$ cat src/rtl/spi_pkg.sv
// Shared types and constants for the SPI-slave front end.
// The word layout is {command[1:0], payload[ADDR_SIZE-1:0]}, MSB first on the wire.
package spi_pkg;

   localparam int ADDR_SIZE_DEF = 8;

   typedef enum logic [2:0] {
      IDLE,
      CHK_CMD,
      WRITE,
      READ_ADD,
      READ_DATA
   } state_t;

   // Command codes as the downstream RAM interprets them.
   typedef enum logic [1:0] {
      CMD_WR_ADDR = 2'b00,
      CMD_WR_DATA = 2'b01,
      CMD_RD_ADDR = 2'b10,
      CMD_RD_DATA = 2'b11
   } cmd_t;

endpackage

$ cat src/rtl/spi_tx_shifter.sv
// Parallel-in serial-out shifter for the read-data byte.
// Loads once per frame, drives MSB first, then returns MISO to 0 and raises done.
module spi_tx_shifter
   import spi_pkg::*;
#(
   parameter int ADDR_SIZE = ADDR_SIZE_DEF
) (
   input  logic                 clk,
   input  logic                 rst,
   input  logic                 clear,
   input  logic                 load_en,
   input  logic                 tx_valid,
   input  logic [ADDR_SIZE-1:0] tx_data,
   output logic                 miso,
   output logic                 last,
   output logic                 done
);

   localparam int CW = $clog2(ADDR_SIZE + 1);

   logic [ADDR_SIZE-1:0] shreg;
   logic [CW-1:0]        sent;
   logic                 busy;

   // High while the LSB is on MISO; the following edge completes the byte.
   assign last = busy && (sent == CW'(ADDR_SIZE));

   // NOTE: state registers use non-blocking assignments only, so every
   // flop samples the values from before the edge regardless of statement order.
   always_ff @(posedge clk) begin
      if (rst || clear) begin
         shreg <= '0;
         sent  <= '0;
         busy  <= 1'b0;
         done  <= 1'b0;
         miso  <= 1'b0;
      end else if (busy) begin
         if (last) begin
            miso <= 1'b0;
            busy <= 1'b0;
            done <= 1'b1;
         end else begin
            miso  <= shreg[ADDR_SIZE-1];
            shreg <= {shreg[ADDR_SIZE-2:0], 1'b0};
            sent  <= sent + 1'b1;
         end
      end else if (load_en && tx_valid) begin
         miso  <= tx_data[ADDR_SIZE-1];
         shreg <= {tx_data[ADDR_SIZE-2:0], 1'b0};
         sent  <= CW'(1);
         busy  <= 1'b1;
      end
   end

endmodule

$ cat src/rtl/spi_slave_if.sv
// SPI slave serial front end: deserialises MOSI words for the RAM and
// serialises the returned read byte on MISO. The SPI clock is clk.
module spi_slave_if
   import spi_pkg::*;
#(
   parameter int ADDR_SIZE = ADDR_SIZE_DEF
) (
   input  logic                 clk,
   input  logic                 rst,
   input  logic                 SS_n,
   input  logic                 MOSI,
   output logic                 MISO,
   output logic [ADDR_SIZE+1:0] rx_data,
   output logic                 rx_valid,
   input  logic [ADDR_SIZE-1:0] tx_data,
   input  logic                 tx_valid
);

   localparam int WW = ADDR_SIZE + 2;
   localparam int BW = $clog2(WW + 1);

   state_t        state;
   state_t        state_nxt;
   logic [WW-2:0] rx_shift;
   logic [BW-1:0] bit_cnt;
   logic          rd_addr_done;
   logic          tx_armed;
   logic          frame_clr;
   logic          tx_load_en;
   logic          tx_last;
   logic          tx_done;

   assign frame_clr = SS_n || (state == IDLE);

   // tx_valid only counts once the strobe has gone back low, so a level left
   // high by an earlier read can never be mistaken for this frame's data.
   assign tx_load_en = (state == READ_DATA) && tx_armed && !rx_valid && !tx_done;

   always_ff @(posedge clk) begin
      if (rst) state <= IDLE;
      else     state <= state_nxt;
   end

   // NOTE: state_nxt is defaulted before the case so no path leaves it
   // unassigned, which would otherwise infer a latch.
   always_comb begin
      state_nxt = state;
      if (SS_n) begin
         state_nxt = IDLE;
      end else begin
         case (state)
            IDLE:      state_nxt = CHK_CMD;
            CHK_CMD:   state_nxt = !MOSI ? WRITE : (rd_addr_done ? READ_DATA : READ_ADD);
            WRITE,
            READ_ADD,
            READ_DATA: state_nxt = state;
            default:   state_nxt = IDLE;
         endcase
      end
   end

   always_ff @(posedge clk) begin
      if (rst) begin
         rx_shift     <= '0;
         bit_cnt      <= '0;
         rx_data      <= '0;
         rx_valid     <= 1'b0;
         rd_addr_done <= 1'b0;
         tx_armed     <= 1'b0;
      end else begin
         rx_valid <= 1'b0;
         if (frame_clr) begin
            rx_shift <= '0;
            bit_cnt  <= '0;
            tx_armed <= 1'b0;
         end else if (bit_cnt < BW'(WW)) begin
            rx_shift <= {rx_shift[WW-3:0], MOSI};
            bit_cnt  <= bit_cnt + 1'b1;
            if (bit_cnt == BW'(WW - 1)) begin
               rx_data  <= {rx_shift, MOSI};
               rx_valid <= 1'b1;
               if (state == READ_ADD)  rd_addr_done <= 1'b1;
               if (state == READ_DATA) tx_armed     <= 1'b1;
            end
         end
         // A byte whose LSB has been driven counts as delivered even if SS_n rises now.
         if (tx_last) rd_addr_done <= 1'b0;
      end
   end

   spi_tx_shifter #(
      .ADDR_SIZE(ADDR_SIZE)
   ) u_tx (
      .clk     (clk),
      .rst     (rst),
      .clear   (frame_clr),
      .load_en (tx_load_en),
      .tx_valid(tx_valid),
      .tx_data (tx_data),
      .miso    (MISO),
      .last    (tx_last),
      .done    (tx_done)
   );

endmodule
$ cat config.mk
export PLATFORM = sky130hd
export DESIGN_NAME = spi_slave_if
export DESIGN_NICKNAME = d
export VERILOG_FILES = /design/src/rtl/spi_pkg.sv /design/src/rtl/spi_tx_shifter.sv /design/src/rtl/spi_slave_if.sv
export SDC_FILE = /design/constraint.sdc
export NUM_CORES = 1
export LEC_CHECK = 0
export ABC_CLOCK_PERIOD_IN_PS = 4200
export CAP_MARGIN = 20
export CORE_MARGIN = 3
export CORE_UTILIZATION = 45
export CTS_BUF_LIST = sky130_fd_sc_hd__clkbuf_4
export DETAILED_ROUTE_END_ITERATION = 12
export DONT_BUFFER_PORTS = 1
export GPL_ROUTABILITY_DRIVEN = 0
export GPL_TIMING_DRIVEN = 0
export PLACE_DENSITY = 0.63
export SLEW_MARGIN = 20
export SYNTH_ARGS = -nofsm -noshare
export SYNTH_HDL_FRONTEND = slang
export SYNTH_HIERARCHICAL = 1
export SYNTH_SLANG_ARGS = --single-unit
$ cat constraint.sdc
create_clock -name clk -period 4.2 [get_ports clk]
set_input_delay 0.21 -clock clk [delete_from_list [all_inputs] [get_ports clk]]
set_output_delay 0.21 -clock clk [all_outputs]
set_load 0.005 [all_outputs]
==> flow_results.org <==
** Logic synthesis
- Unique masters post-synth :: 41
- Cell taking the most area after synthesis :: sky130_fd_sc_hd__dfxtp_1
- The portion of synthesized area spent on multiplexers is 8.49%.
- Summing the sequential cell areas from Yosys gives 43.0% of the chip area.
- After Yosys synthesis, full adders, half adders and majority gates account for 2.50% of the synthesized area.
- Synth Area in XOR/XNOR :: 0.437%
- Total of flip-flops plus latches after synthesis :: 43
- Synthesized area per cell :: 9.49 um^2
- Of all flip-flops after synthesis, the portion carrying an async set or reset was 0%.
- The Yosys step of the flow raised 6 warnings.
- By area, the combinational part of the netlist is dominated by simple AND/OR/NAND/NOR gates.
- In the synthesized netlist, the number of instances is 211.
- Share of the synthesized area in the top cell type :: 43.0%
- Dominant cells by area after synthesis :: sky130_fd_sc_hd__dfxtp_1 (43%), sky130_fd_sc_hd__mux2i_1 (8.5%), sky130_fd_sc_hd__nand2b_1 (6.9%), sky130_fd_sc_hd__nand4_1 (4.4%), sky130_fd_sc_hd__nand2_1 (4.1%)
- Counting every net in the synthesized netlist gives 228.
- The synthesized design contains 0 enable-type register cells.
- In the synthesized netlist the dominant register cell turns out to be sky130_fd_sc_hd__dfxtp_1.
- Simple-gate share of the synthesized area :: 25.3%
- Summing the areas of all compound-gate instances in the mapped netlist gives 15.4% of the synthesized area.
- Cell area after synthesis :: 0.00200 mm^2

** STA
- Largest clock skew in the final design :: 0.00766 ns
- Setup slack closes at 2.20 ns.
- For this run, the top clock speed supported by timing is 499 MHz.
- RSZ-0062 raised after global routing :: false
- Pins over their slew limit :: 0
- The final critical path takes up 47.7% of the cycle.
- Accumulated negative setup slack :: 0 ns
- The clock period could shrink to 2.00 ns.
- Max-slew headroom :: 68.5%
- Final hold violation count :: 0
- Setup violations remaining at the end of the flow were counted as 0.
- On the final layout, the worst hold slack is 0.0310 ns.
- Actual slew at the worst max-slew pin :: 0.469 ns

** Min path
- Min-delay worst type :: in2reg

** Worst setup path
- Category of the worst setup path launch point :: flip-flop
- CP cell instances :: inv_1, or3_1, nor3_1, nand4_1, dlygate4sd3_1, a21oi_1
- The critical path in this run is classified as reg2reg.
- Data arrives at the worst endpoint at 2.30 ns.
- Broken down by cell family, the worst path's largest delay share belongs to simple AND/OR/NAND/NOR gates.
- The worst setup path is captured at a flip-flop.
- Along the worst path, the maximum fanout reaches 4.
- The largest single stage delay on the critical path is 0.58 ns.
- Number of buffers and inverters on the critical path :: 2
- Worst endpoint required time :: 4.49 ns
- Slowest cell on the critical path :: sky130_fd_sc_hd__dlygate4sd3_1

** Layout
- Area growth from synthesis to layout :: 8.49%
- After filler insertion, the fill cell instance count of the layout stands at 379.
- Final net count :: 240
- The repair_antennas step left the layout with diodes totalling 0.
- Leaving out fill and tap cells, the most frequent cell in the layout is sky130_fd_sc_hd__dfxtp_1.
- Leaving out fill and tap cells, the most frequent cells in the layout are sky130_fd_sc_hd__dfxtp_1 (43), sky130_fd_sc_hd__nand2b_1 (22), sky130_fd_sc_hd__nand2_1 (22).
- The post-route netlist has 14.7% of its cells at a drive strength greater than 1.

** Clocking
- TritonCTS built the clock tree.
- The H-tree generated during clock tree synthesis spans 2 levels.
- Number of buffers created by CTS :: 5
- Clock-pin slew was measured on the worst setup and hold paths at 0.13 ns.
- Clock network latency to the later pin of the worst-skew pair :: 0.35 ns
- Post-CTS timing repair inserted 0 buffers for setup.
- For this design, the sink count on the clock tree is 43.
- The clock passes through at most 2 buffers.
- Clock root buffer :: sky130_fd_sc_hd__clkbuf_4

** Drt
- Remaining design rule violation count :: 0
- In this run the remaining antenna-violating nets after routing total 0.
- Dividing the detail-routed wire length by the instance count gives 15.3 um.
- Detailed router's first-iteration violation count :: 77
- Before antenna repair, the detailed router went through 4 iterations.
- Via count normalized by instance count :: 5.65
- The routed design has 4190 um of wire.
- Total via count in the routed design :: 1548

** Power
- The design draws 0.000638 W.
- Dividing total power by cell area gives a power density of 294 mW/mm^2.
- Worst voltage drop across the vdd grid :: 217 uV
- In this run the static leakage power is 0.702 nW.

** Global route
- Entering global routing, the biggest net connects 14 pins.
- Congestion Overflow GR :: 0
- First-pass GRT wire length :: 7330 um
- In the global route stage, overall resource usage came out at 17.1%.
- The via count of the first global-routing pass is 1566.
- Antenna violations before repair :: 0

** Floorplanning
- Effective utilization at floorplan :: 48.3%
- Die outline area :: 0.00529 mm^2
- Site row count :: 23
- After floorplanning, the core was sized to cover 0.00414 mm^2.
- Die W :: 72.7 um
- Number of primary I/O pins :: 25
- Chip Height :: 72.7 um

** Job
- Number of max-capacitance violations reported :: 0

** Placed design
- Detailed placement ended at an HPWL of 3020 um.
- Before CTS, the worst setup slack after placement is 2.29 ns.
- During placement, the flow inserted port buffers numbering 0.

** Outcome
- The run finished with clean final reports.
stage by stage:
step	cells	util (%)	area, um^2
finish	274	52.4	2170
global route	274	52.4	2170
floorplan	211	-	2000
CTS	271	51.7	2140
global placement	261	49.8	2070
detailed placement	261	49.8	2070
worst paths after layout:
check / from / depth (start not counted) / slack [ns] / end
worst min register to register: rx_shift[0] / 2 / 0.48 / rx_shift[0]
worst max register to register: tx_armed / 6 / 2.20 / u_tx/shreg[1]
worst min-delay path: MOSI / 2 / 0.03 / state[0]
worst max-delay path: tx_armed / 6 / 2.20 / u_tx/shreg[1]
routing by layer:
| metal | track usage (%) | share of wire [%] |
|---|---|---|
| met3 | 4.13 | 4.1 |
| met2 | 29.3 | 49 |
| met5 | 0 | 0 |
| met4 | 5.53 | 1.4 |
| met1 | 21.0 | 46 |
cell families (layout without fill, tap and decap cells):
family,Yosys count,count (layout)
simple gates,87,87
flops,43,43
compound gates,41,41
buf+inv,18,31
mux,17,17
fa+ha+maj,4,4
xor+xnor,1,1
repair_timing:
item	CTS	global route
hold buffers	2	3
resized for setup	0	0
endpoints found under the hold margin	2	2
endpoints found under the setup margin	0	0
cell type report:
class                      instances  area (um^2)  share of cell area (%)
timing repair buffer               5         50.0                    2.30
tap                               50         62.6                    2.88
inverter                           8         30.0                    1.38
clock inverter                     2         12.5                   0.576
multi-input combinational        150         1040                    48.1
sequential                        43          861                    39.6
clock buffer                       6         45.0                    2.07
buffer                            10         67.6                    3.11
cell usage after synthesis (all sizes together) (4+ instances only):
library cell	count
a21oi	16
buf	7
dfxtp	43
ha	4
inv	8
mux2i	17
nand2	22
nand2b	22
nand4	14
nor2	5
nor3	7
o211ai	9
o21ai	5
flip-flops by register name, summed over array words and instances (netlist names):
register,cells
rx_valid,1
u_tx/sent,4
bit_cnt,4
rx_data,10
u_tx/busy,1
tx_armed,1
u_tx/shreg,7
rx_shift,9
state,3
u_tx/done,1
u_tx/miso,1
rd_addr_done,1
report_power, final:
group          switching [W]  total [W]  internal [W]
Sequential        0.00000244   0.000412      0.000409
Clock               0.000132   0.000203     0.0000712
Combinational      0.0000117  0.0000232     0.0000114
No activity file was read; power rests on OpenSTA's default activity.
